$ cat config.mk
export PLATFORM = sky130hd
export DESIGN_NAME = hazard_unit
export DESIGN_NICKNAME = d
export VERILOG_FILES = /design/src/rtl/cpu_types_pkg.sv /design/src/rtl/hazard_loaduse_detect.sv /design/src/rtl/hazard_unit.sv
export SDC_FILE = /design/constraint.sdc
export NUM_CORES = 1
export LEC_CHECK = 0
export CAP_MARGIN = 20
export CORE_ASPECT_RATIO = 0.7
export CORE_MARGIN = 4
export CORE_UTILIZATION = 38
export DETAILED_ROUTE_END_ITERATION = 7
export PLACE_DENSITY = 0.8
export SYNTH_ARGS = -nofsm -noshare
export SYNTH_HDL_FRONTEND = slang
export SYNTH_SLANG_ARGS = --single-unit
$ cat constraint.sdc
create_clock -name CLK -period 1.5 [get_ports CLK]
set_input_delay 0.15 -clock CLK [delete_from_list [all_inputs] [get_ports CLK]]
set_output_delay 0.15 -clock CLK [all_outputs]
set_load 0.01 [all_outputs]
$ cat src/rtl/cpu_types_pkg.sv
// Shared CPU types for the pipeline control path.
// Latency: n/a (types, constants and pure helper functions only).
// Backpressure: n/a.
package cpu_types_pkg;

    typedef logic [4:0]  regbits_t;
    typedef logic [31:0] word_t;

    // Hazard unit control state.
    typedef enum logic [1:0] {
        RUN    = 2'd0,
        DWAIT  = 2'd1,
        HALTED = 2'd2
    } hazard_state_t;

    // One cycle's worth of pipeline control, bundled so the state machine
    // can build it field by field and drive all ports from one place.
    typedef struct packed {
        logic pc_en;
        logic ifid_en;
        logic idex_en;
        logic exmem_en;
        logic memwb_en;
        logic ifid_flush;
        logic idex_flush;
        logic exmem_flush;
        logic memwb_flush;
        logic dwait;
        logic halted;
    } hazard_ctrl_t;

    // Everything moves forward, nothing is squashed.
    function automatic hazard_ctrl_t ctrl_advance();
        hazard_ctrl_t c;
        c             = '0;
        c.pc_en       = 1'b1;
        c.ifid_en     = 1'b1;
        c.idex_en     = 1'b1;
        c.exmem_en    = 1'b1;
        c.memwb_en    = 1'b1;
        return c;
    endfunction

    // Front of the pipe held on a dcache wait; MEM/WB takes a bubble so the
    // stalled MEM instruction does not retire twice.
    function automatic hazard_ctrl_t ctrl_dfreeze();
        hazard_ctrl_t c;
        c             = '0;
        c.memwb_en    = 1'b1;
        c.memwb_flush = 1'b1;
        c.dwait       = 1'b1;
        return c;
    endfunction

    // Nothing moves once halted.
    function automatic hazard_ctrl_t ctrl_halted();
        hazard_ctrl_t c;
        c        = '0;
        c.halted = 1'b1;
        return c;
    endfunction

    // While reset is held every latch loads a NOP and the PC stays put.
    function automatic hazard_ctrl_t ctrl_reset();
        hazard_ctrl_t c;
        c             = ctrl_advance();
        c.pc_en       = 1'b0;
        c.ifid_flush  = 1'b1;
        c.idex_flush  = 1'b1;
        c.exmem_flush = 1'b1;
        c.memwb_flush = 1'b1;
        return c;
    endfunction

endpackage

$ cat src/rtl/hazard_loaduse_detect.sv
// Load-use dependence detector between the ID and EX instructions.
// Latency: purely combinational, same cycle.
// Backpressure: none; the caller decides what to do with lu_hit.
module hazard_loaduse_detect
    import cpu_types_pkg::*;
(
    input  regbits_t id_rs,
    input  regbits_t id_rt,
    input  logic     id_use_rs,
    input  logic     id_use_rt,
    input  regbits_t ex_rt,
    input  logic     ex_memread,
    output logic     lu_hit
);

    logic rs_match;
    logic rt_match;

    // A load into $0 produces nothing to wait for, so it never matches.
    always_comb begin
        rs_match = id_use_rs && (id_rs == ex_rt);
        rt_match = id_use_rt && (id_rt == ex_rt);
        lu_hit   = ex_memread && (ex_rt != '0) && (rs_match || rt_match);
    end

endmodule

$ cat src/rtl/hazard_unit.sv
// Pipeline hazard control: stalls, redirect flushes, cache freezes, halt.
// Latency: outputs combinational from state and inputs; state/timer registered.
// Backpressure: dcache miss freezes PC..EX/MEM; HAZARD_PERF_CNT_EN adds counters.
module hazard_unit
    import cpu_types_pkg::*;
#(
    parameter int WAIT_TIMEOUT = 255,
    parameter int TMR_W        = 8
) (
    input  logic     CLK,
    input  logic     RST,
    input  regbits_t id_rs,
    input  regbits_t id_rt,
    input  logic     id_use_rs,
    input  logic     id_use_rt,
    input  regbits_t ex_rt,
    input  logic     ex_memread,
    input  logic     ex_pcsrc,
    input  logic     mem_dren,
    input  logic     mem_dwen,
    input  logic     dhit,
    input  logic     ihit,
    input  logic     mem_halt,
    output logic     pc_en,
    output logic     ifid_en,
    output logic     idex_en,
    output logic     exmem_en,
    output logic     memwb_en,
    output logic     ifid_flush,
    output logic     idex_flush,
    output logic     exmem_flush,
    output logic     memwb_flush,
    output logic     dwait,
    output logic     halted,
    output logic     timeout_err
`ifdef HAZARD_PERF_CNT_EN
    ,
    output word_t    stall_lu_cnt,
    output word_t    stall_dw_cnt,
    output word_t    flush_br_cnt
`endif
);

    localparam logic [TMR_W-1:0] TMR_MAX = '1;
    localparam logic [TMR_W-1:0] TMO_VAL = TMR_W'(WAIT_TIMEOUT);

    hazard_state_t    state_q, state_d;
    logic [TMR_W-1:0] timer_q, timer_d;
    logic [TMR_W-1:0] timer_inc;
    logic             tmo_err_q, tmo_err_d;
    hazard_ctrl_t     ctrl;
    logic             lu_hit;
    logic             d_miss;

    hazard_loaduse_detect u_lu (
        .id_rs      (id_rs),
        .id_rt      (id_rt),
        .id_use_rs  (id_use_rs),
        .id_use_rt  (id_use_rt),
        .ex_rt      (ex_rt),
        .ex_memread (ex_memread),
        .lu_hit     (lu_hit)
    );

    // Data access outstanding in MEM that the dcache has not finished.
    assign d_miss    = (mem_dren || mem_dwen) && !dhit;
    assign timer_inc = (timer_q == TMR_MAX) ? timer_q : timer_q + TMR_W'(1);

    // Next state, wait timer, watchdog and this cycle's latch control.
    always_comb begin
        state_d   = state_q;
        timer_d   = timer_q;
        tmo_err_d = tmo_err_q;
        ctrl      = ctrl_advance();
        case (state_q)
            RUN: begin
                timer_d = '0;
                if (d_miss) begin
                    ctrl    = ctrl_dfreeze();
                    state_d = DWAIT;
                end else begin
                    // Redirect squashes the wrong-path IF/ID and ID/EX contents,
                    // which makes any load-use or fetch miss there irrelevant.
                    if (ex_pcsrc) begin
                        ctrl.ifid_flush = 1'b1;
                        ctrl.idex_flush = 1'b1;
                    end else if (lu_hit) begin
                        ctrl.pc_en      = 1'b0;
                        ctrl.ifid_en    = 1'b0;
                        ctrl.idex_flush = 1'b1;
                    end else if (!ihit) begin
                        ctrl.pc_en      = 1'b0;
                        ctrl.ifid_flush = 1'b1;
                    end
                    // MEM/WB still advances this cycle so the halt retires.
                    if (mem_halt) begin
                        state_d = HALTED;
                    end
                end
            end
            DWAIT: begin
                if (dhit) begin
                    ctrl.pc_en = ihit;
                    ctrl.dwait = 1'b1;
                    state_d    = RUN;
                    timer_d    = '0;
                end else begin
                    ctrl    = ctrl_dfreeze();
                    timer_d = timer_inc;
                    if ((WAIT_TIMEOUT != 0) && (timer_d == TMO_VAL)) begin
                        tmo_err_d = 1'b1;
                    end
                end
            end
            HALTED: begin
                ctrl = ctrl_halted();
            end
            default: begin
                ctrl    = ctrl_advance();
                state_d = RUN;
            end
        endcase
        if (RST) begin
            ctrl = ctrl_reset();
        end
    end

    // State, timer and sticky watchdog flag.
    always_ff @(posedge CLK) begin
        if (RST) begin
            state_q   <= RUN;
            timer_q   <= '0;
            tmo_err_q <= 1'b0;
        end else begin
            state_q   <= state_d;
            timer_q   <= timer_d;
            tmo_err_q <= tmo_err_d;
        end
    end

    assign pc_en       = ctrl.pc_en;
    assign ifid_en     = ctrl.ifid_en;
    assign idex_en     = ctrl.idex_en;
    assign exmem_en    = ctrl.exmem_en;
    assign memwb_en    = ctrl.memwb_en;
    assign ifid_flush  = ctrl.ifid_flush;
    assign idex_flush  = ctrl.idex_flush;
    assign exmem_flush = ctrl.exmem_flush;
    assign memwb_flush = ctrl.memwb_flush;
    assign dwait       = ctrl.dwait;
    assign halted      = ctrl.halted;
    assign timeout_err = tmo_err_q;

`ifdef HAZARD_PERF_CNT_EN
    word_t lu_cnt_q, dw_cnt_q, br_cnt_q;
    logic  lu_evt, dw_evt, br_evt;

    // Events mirror the branches taken in the RUN/DWAIT decode above.
    assign br_evt = (state_q == RUN) && !d_miss && ex_pcsrc;
    assign lu_evt = (state_q == RUN) && !d_miss && !ex_pcsrc && lu_hit;
    assign dw_evt = ctrl.dwait;

    // Free-running wrap-around counters; no events occur while halted.
    always_ff @(posedge CLK) begin
        if (RST) begin
            lu_cnt_q <= '0;
            dw_cnt_q <= '0;
            br_cnt_q <= '0;
        end else begin
            if (lu_evt) lu_cnt_q <= lu_cnt_q + 32'd1;
            if (dw_evt) dw_cnt_q <= dw_cnt_q + 32'd1;
            if (br_evt) br_cnt_q <= br_cnt_q + 32'd1;
        end
    end

    assign stall_lu_cnt = lu_cnt_q;
    assign stall_dw_cnt = dw_cnt_q;
    assign flush_br_cnt = br_cnt_q;
`endif

endmodule

==> summary.txt, run 1 <==
Run status
  • Outcome: complete, but fails checks
  • Failing checks: negative setup slack

Worst hold path
  • Hold crit path type: primary input to flop

Clocking
  • Hold buffers post-CTS: 0
  • CTS buffer count: 3
  • CTS tree: built
  • Clk slew on worst S/H paths: about 0.070 ns
  • Clock Sinks: 11
  • Clock Latency Late Sink: roughly 0.28 ns
  • Clock Tree Root: clkbuf_4
  • Clock buffer depth: 2
  • CTS H-Tree Depth: 1

Timing
  • Setup WS post-layout: -0.0539 ns
  • Setup TNS: -0.0842 ns
  • Max-slew violations: 0
  • Max frequency: between 0.6 and 0.7 GHz
  • Least-Margin Pin Slew: 0.282 ns
  • Final hold violations: 0
  • Period minus WS final: approximately 1.6 ns
  • Tcrit/Tclk final: 104%
  • Layout Skew: 0.00319 ns
  • Slew Limit Headroom: around four fifths
  • Unrepaired setup endpoints after global routing: true
  • Final setup viols: 2

Floorplan
  • Cell Rows: 14
  • Die Span X: around 67 um
  • Core area: between 0.002 and 0.0025 mm2
  • Chip Height: roughly 49 um
  • Starting Density: 41.5%
  • Die area: about 0.0033 mm2
  • IO Count: 38

Logic synthesis
  • Most used DFF post-synth: dfxtp_1
  • Sequential share of the synthesized area: a little under a quarter
  • Count leader, synth: a21oi_1
  • Mapped Cells: between 100 and 150
  • Number of library cell types mapped by synthesis: 43
  • Area leader, netlist: dfxtp_1
  • Yosys reg bits: 11
  • Post-Syn Nets: 150
  • Mapped Avg Cell Area: 7.56 um2
  • Synth Cell Area: a little over 900 um2
  • Top cells by area, synth: dfxtp_1 (24%), xnor2_1 (9.4%), a21oi_1 (7.0%), nor3_1 (5.4%), nand2_1 (4.0%)
  • Async set-reset flop share out of synthesis: 0%
  • EDFF count, synth: 0
  • Yosys warning count: 0
  • Area share of the largest cell type after synthesis: 23.7%
  • Synth cell count leaders: a21oi_1 (13), dfxtp_1 (11), nand2_1 (10), nor3_1 (10), xnor2_1 (10)

Placement
  • Post-detail-place hpwl: about 2400 um
  • Number of port buffers: 37
  • GP Congestion: around 0.83
  • DP Area: 0.00146 mm2

Global route
  • Global-route wire length before repair: between 4000 and 5000 um
  • Largest net degree at the start of global routing: 10
  • Initial antenna violation count: 0
  • Gr ovfl total: 0
  • Overall routing resource usage: about a fifth
  • Number of global-route vias before repair: between 1000 and 1500

Power
  • Flop pwr share: about 38%
  • Combinational power share: between 30% and 40%
  • P_sw: roughly 0.00024 W
  • Switching share of power: 30.0%
  • P_leak: 0.603 nW
  • PD cells: roughly 520 mW/mm2
  • Pint: ~0.00055 W
  • Tot Pwr: 0.000791 W
  • VDD IR-drop max: between 0.3 and 0.4 mV
  • Clock share of power: 26.3%

Detailed routing
  • Routed via count: approximately 1100
  • DRT iter0 DRCs: 54
  • Antenna Nets Post-Route: 0
  • Mean routed wirelength per cell: around 14 um
  • Pre-antenna DRT Iters: 4
  • Vias per inst: 5.29
  • DRC Markers: 0
  • Final wirelength: around 3000 um

Critical path
  • CP top delay family: compound AO/OA/AOI/OAI gates
  • Setup crit end kind: flop
  • Crit-path cells: ha_4 -> o32a_1 -> nor3_1 -> o21ai_1 -> o32ai_2
  • Crit Path Class: flop to flop
  • CP Data Required Time: about 1.7 ns
  • Worst EP arrival: between 1.5 and 2 ns
  • CP bufs+invs: 0
  • Crit-path max cell delay: 0.37 ns
  • Startpoint types: flop
  • Slowest stage cell, crit path: dfxtp_4
  • Worst-path fanout max: 6

Cells and area
  • Share of cells above drive strength 1: between 40% and 50%
  • Nets: around 210
  • Fillers: just over 200
  • Antenna diode count: 0
  • Reg area: about 230 um2
  • Area grow syn2layout: 63.0%
  • Final instance area: ~0.0015 mm2
  • Multi-input gate area: roughly 710 um2

Job
  • Max-cap violation count: 0
cell families (layout without fill, tap and decap cells):
group / after synthesis / count (layout) / share of synthesized area, %
flops: 11 / 11 / 23.7
compound gates: 33 / 33 / 24.5
xor+xnor: 10 / 10 / 9.42
buf+inv: 16 / 72 / 9.29
fa+ha+maj: 1 / 1 / 1.35
simple gates: 52 / 52 / 31.8
layer usage:
metal  wire length, um  track usage (%)  part of all wire (%)  vias up
met4                42             3.03                   1.4        0
met5                 0                0                     0        -
met2              1480             30.0                    48       40
met3               159             5.53                   5.2        8
li1                  -                -                     -      563
met1              1370             25.4                    45      506
worst paths after layout:
check / from / endpoint / slack, ns / cells past startpoint
worst max register to register: timer_q[0] / timeout_err / -0.05 / 5
worst min register to register: timeout_err / timeout_err / 0.47 / 2
worst max-delay path: timer_q[0] / timeout_err / -0.05 / 5
worst min-delay path: mem_dren / state_q[0] / 0.45 / 4
tightest hold or removal path, stage by stage:
cell and delay (ns):
dlygate4sd2_1 0.24, nor3_1 0.13, or2_4 0.14, nor2_1 0.03
sequential cells by signal, summed over array words and instances, names as in the netlist:
name,cells
timeout_err,1
state_q,2
timer_q,8
power by group through the flow:
stage	Combinational (W)	Clock [W]	Sequential, W
global route	0.000308	0.000232	0.000300
CTS	0.000272	0.000213	0.000301
detailed placement	0.000292	0	0.000308
floorplan	0.000122	0	0.000307
global placement	0.000286	0	0.000307
finish	0.000283	0.000208	0.000300
stage by stage:
| step | util (%) | hold slack, ns | worst slack, ns | instances |
|---|---|---|---|---|
| after floorplan | - | 0.339 | 0.0211 | 123 |
| after global placement | 65.1 | 0.454 | -0.733 | 204 |
| after detailed placement | 65.1 | 0.463 | -0.811 | 204 |
| after CTS | 65.9 | 0.443 | -0.115 | 210 |
| after global routing | 67.6 | 0.488 | -0.113 | 211 |
| final | 67.6 | 0.452 | -0.0539 | 211 |
area by class of cell:
type | instances | area share, %
Clock buffer | 4 | 1.73
Inverter | 5 | 1.24
Multi-Input combinational cell | 96 | 46.6
Sequential cell | 11 | 15.3
Tap cell | 32 | 2.64
Timing Repair Buffer | 63 | 32.5
cell usage in the layout (no fill, tap or decap), types with 7 or more instances in the layout:
master,netlist,final
a21oi_1,13,12
buf_2,2,9
buf_4,4,24
clkdlybuf4s50_1,0,7
dlygate4sd2_1,0,10
nand2_1,10,10
nor2_1,8,7
nor3_1,10,8
xnor2_1,10,9
what timing repair did:
item,in CTS,in global routing
gates resized for setup,71,35
pin swaps,9,27
setup buffers,2,1
endpoints found under the setup margin,12,13
Note: power is estimated with default switching activity, not from simulation.
==> inputs of run 2 (changes only) <==
--- a/config.mk
+++ b/config.mk
@@ -9,6 +9,7 @@
 export CORE_ASPECT_RATIO = 0.7
 export CORE_MARGIN = 4
 export CORE_UTILIZATION = 38
+export CTS_CLUSTER_SIZE = 20
 export DETAILED_ROUTE_END_ITERATION = 7
 export PLACE_DENSITY = 0.8
 export SYNTH_ARGS = -nofsm -noshare
==> results of run 2 <==
No change in the layout: final DEF, timing and power equal those of run 1.
==> inputs of run 3 (changes only) <==
--- a/config.mk
+++ b/config.mk
@@ -5,12 +5,12 @@
 export SDC_FILE = /design/constraint.sdc
 export NUM_CORES = 1
 export LEC_CHECK = 0
-export CAP_MARGIN = 20
 export CORE_ASPECT_RATIO = 0.7
 export CORE_MARGIN = 4
 export CORE_UTILIZATION = 38
 export CTS_CLUSTER_SIZE = 20
 export DETAILED_ROUTE_END_ITERATION = 7
+export HOLD_SLACK_MARGIN = 0.05
 export PLACE_DENSITY = 0.8
 export SYNTH_ARGS = -nofsm -noshare
 export SYNTH_HDL_FRONTEND = slang
==> constraint.sdc (replaced) <==
create_clock -name CLK -period 1.3 [get_ports CLK]
set_input_delay 0.13 -clock CLK [delete_from_list [all_inputs] [get_ports CLK]]
set_output_delay 0.13 -clock CLK [all_outputs]
set_load 0.01 [all_outputs]
==> run 3 against run 2 <==
Die area unchanged. Hold slack lost 0.13 ns. The run still ends with negative setup slack left. Sequential cell count unchanged.
==> summary.txt, run 3 (synthesis results as in run 1) <==
Detailed routing
  • Vias per inst: approximately 5.7
  • DRT iter0 DRCs: 123
  • DRC Markers: 0
  • Antenna Nets Post-Route: 0
  • Pre-antenna DRT Iters: 4
  • Routed via count: 1309
  • Mean routed wirelength per cell: 19.1 um
  • Final wirelength: 4390 um

Clocking
  • Clock Latency Late Sink: approximately 0.27 ns
  • CTS H-Tree Depth: 1
  • Clk slew on worst S/H paths: about 0.080 ns
  • Clock buffer depth: 2
  • CTS buffer count: 3
  • Hold buffers post-CTS: 0
  • CTS tree: built
  • Clock Sinks: 11
  • Clock Tree Root: clkbuf_4

Timing
  • Layout Skew: 0.000462 ns
  • Slew Limit Headroom: between 80% and 90%
  • Unrepaired setup endpoints after global routing: true
  • Tcrit/Tclk final: 127%
  • Final setup viols: 19
  • Least-Margin Pin Slew: between 0.2 and 0.3 ns
  • Final hold violations: 0
  • Max frequency: 0.608 GHz
  • Setup TNS: -3.50 ns
  • Period minus WS final: about 1.6 ns
  • Max-slew violations: 0
  • Setup WS post-layout: -0.345 ns

Floorplan
  • Starting Density: around two fifths
  • IO Count: 38
  • Chip Height: 49.4 um
  • Die area: between 0.003 and 0.004 mm2
  • Core area: 0.00224 mm2
  • Die Span X: roughly 67 um
  • Cell Rows: 14

Cells and area
  • Nets: 226
  • Final Core Density: 82.1%
  • Commonest non-fill, non-tap cells in the layout: buf_4 (34), buf_6 (12), xnor2_1 (10), dlygate4sd2_1 (10), buf_2 (10)
  • Most common cell after layout, fill and taps aside: buf_4
  • Reg area: 236 um2
  • Share of cells above drive strength 1: between 50% and 60%
  • Area grow syn2layout: 98.1%
  • Final instance area: roughly 0.0018 mm2
  • Max reg flops: 8
  • Fillers: approximately 140
  • Antenna diode count: 0
  • Multi-input gate area: about 830 um2
  • Largest Register: timer_q

Placement
  • Number of port buffers: 37
  • DP Area: around 0.0015 mm2
  • Post-detail-place hpwl: roughly 2500 um
  • GP Congestion: between 0.9 and 1

Global route
  • Gr ovfl total: 0
  • Overall routing resource usage: between 20 and 25%
  • Initial antenna violation count: 0
  • Global-route wire length before repair: roughly 6300 um
  • Largest net degree at the start of global routing: 11
  • Number of global-route vias before repair: around 1300

Run status
  • Failing checks: negative setup slack
  • Outcome: complete, but fails checks

Worst hold path
  • Hold crit path type: primary input to flop
  • Worst Hold Launch: mem_dwen

Critical path
  • Crit-path max cell delay: 0.32 ns
  • CP bufs+invs: 2
  • Worst EP arrival: between 1.5 and 2 ns
  • Crit-path cells: dlygate4sd2_1 -> xnor2_1 -> nand4_1 -> o22ai_2 -> nand2_1 -> a221o_1 -> buf_2
  • Reg2Reg Launch Point: state_q[0]
  • Worst-path fanout max: 2
  • Crit Path Class: primary input to output port
  • R2r setup slk: -0.30 ns
  • CP startpoint: id_rt[0]
  • Setup crit end kind: output port
  • CP Data Required Time: about 1.2 ns
  • Startpoint types: primary input
  • CP top delay family: compound AO/OA/AOI/OAI gates
  • Slowest stage cell, crit path: a221o_1

Power
  • P_leak: between 0.7 and 0.8 nW
  • PD cells: between 500 and 600 mW/mm2
  • VDD IR-drop max: between 0.4 and 0.5 mV

Job
  • Max-cap violation count: 0
run 3: power by group:
part | internal [W] | switching [W] | leakage (nW)
clock | 0.000119 | 0.000129 | 0.0150
combinational | 0.000236 | 0.000196 | 0.632
sequential | 0.000338 | 0.00000794 | 0.0932
total | 0.000694 | 0.000333 | 0.740
run 3: per-stage QoR:
step,instances,hold slack (ns),setup WS (ns),power [W]
3_5_place_dp,210,0.469,-1.00,0.000703
5_1_grt,230,0.345,-0.400,0.00108
6_report,230,0.324,-0.345,0.00103
3_3_place_gp,210,0.457,-0.863,0.000693
4_1_cts,223,0.318,-0.276,0.000960
2_1_floorplan,123,0.319,-0.173,0.000495
run 3: timing repair:
action | 4_1_cts | 5_1_grt
setup endpoints to repair | 19 | 21
setup buffers | 10 | 8
pin swaps | 26 | 20
gates resized for setup | 112 | 40
run 3: final timing paths:
check,end,depth (start not counted)
hold / removal,state_q[0],4
setup / recovery,ifid_en,7
setup reg to reg,timer_q[2],8
hold reg to reg,timeout_err,2
run 3: cell type report:
type	count	area share [%]
repair buffers	82	37.5
well taps	32	2.17
multi-input cells	96	45.0
inverters	5	1.02
flip-flops and latches	11	12.8
clock buffers	4	1.43
run 3: per-layer routing:
layer | track usage [%] | wire (um) | up-vias
li1 | - | - | 596
met1 | 31.5 | 1850 | 627
met4 | 11.1 | 80 | 0
met2 | 39.8 | 2120 | 76
met3 | 5.07 | 338 | 10
met5 | 0 | 0 | -
run 3: worst reg2reg max path, cell delays in order, from the launching register on:
cell and delay (ns):
dfxtp_2 0.36, buf_6 0.12, buf_8 0.12, nor3b_2 0.19
buf_4 0.19, buf_4 0.13, buf_6 0.11, a21oi_2 0.06
nor3_1 0.22
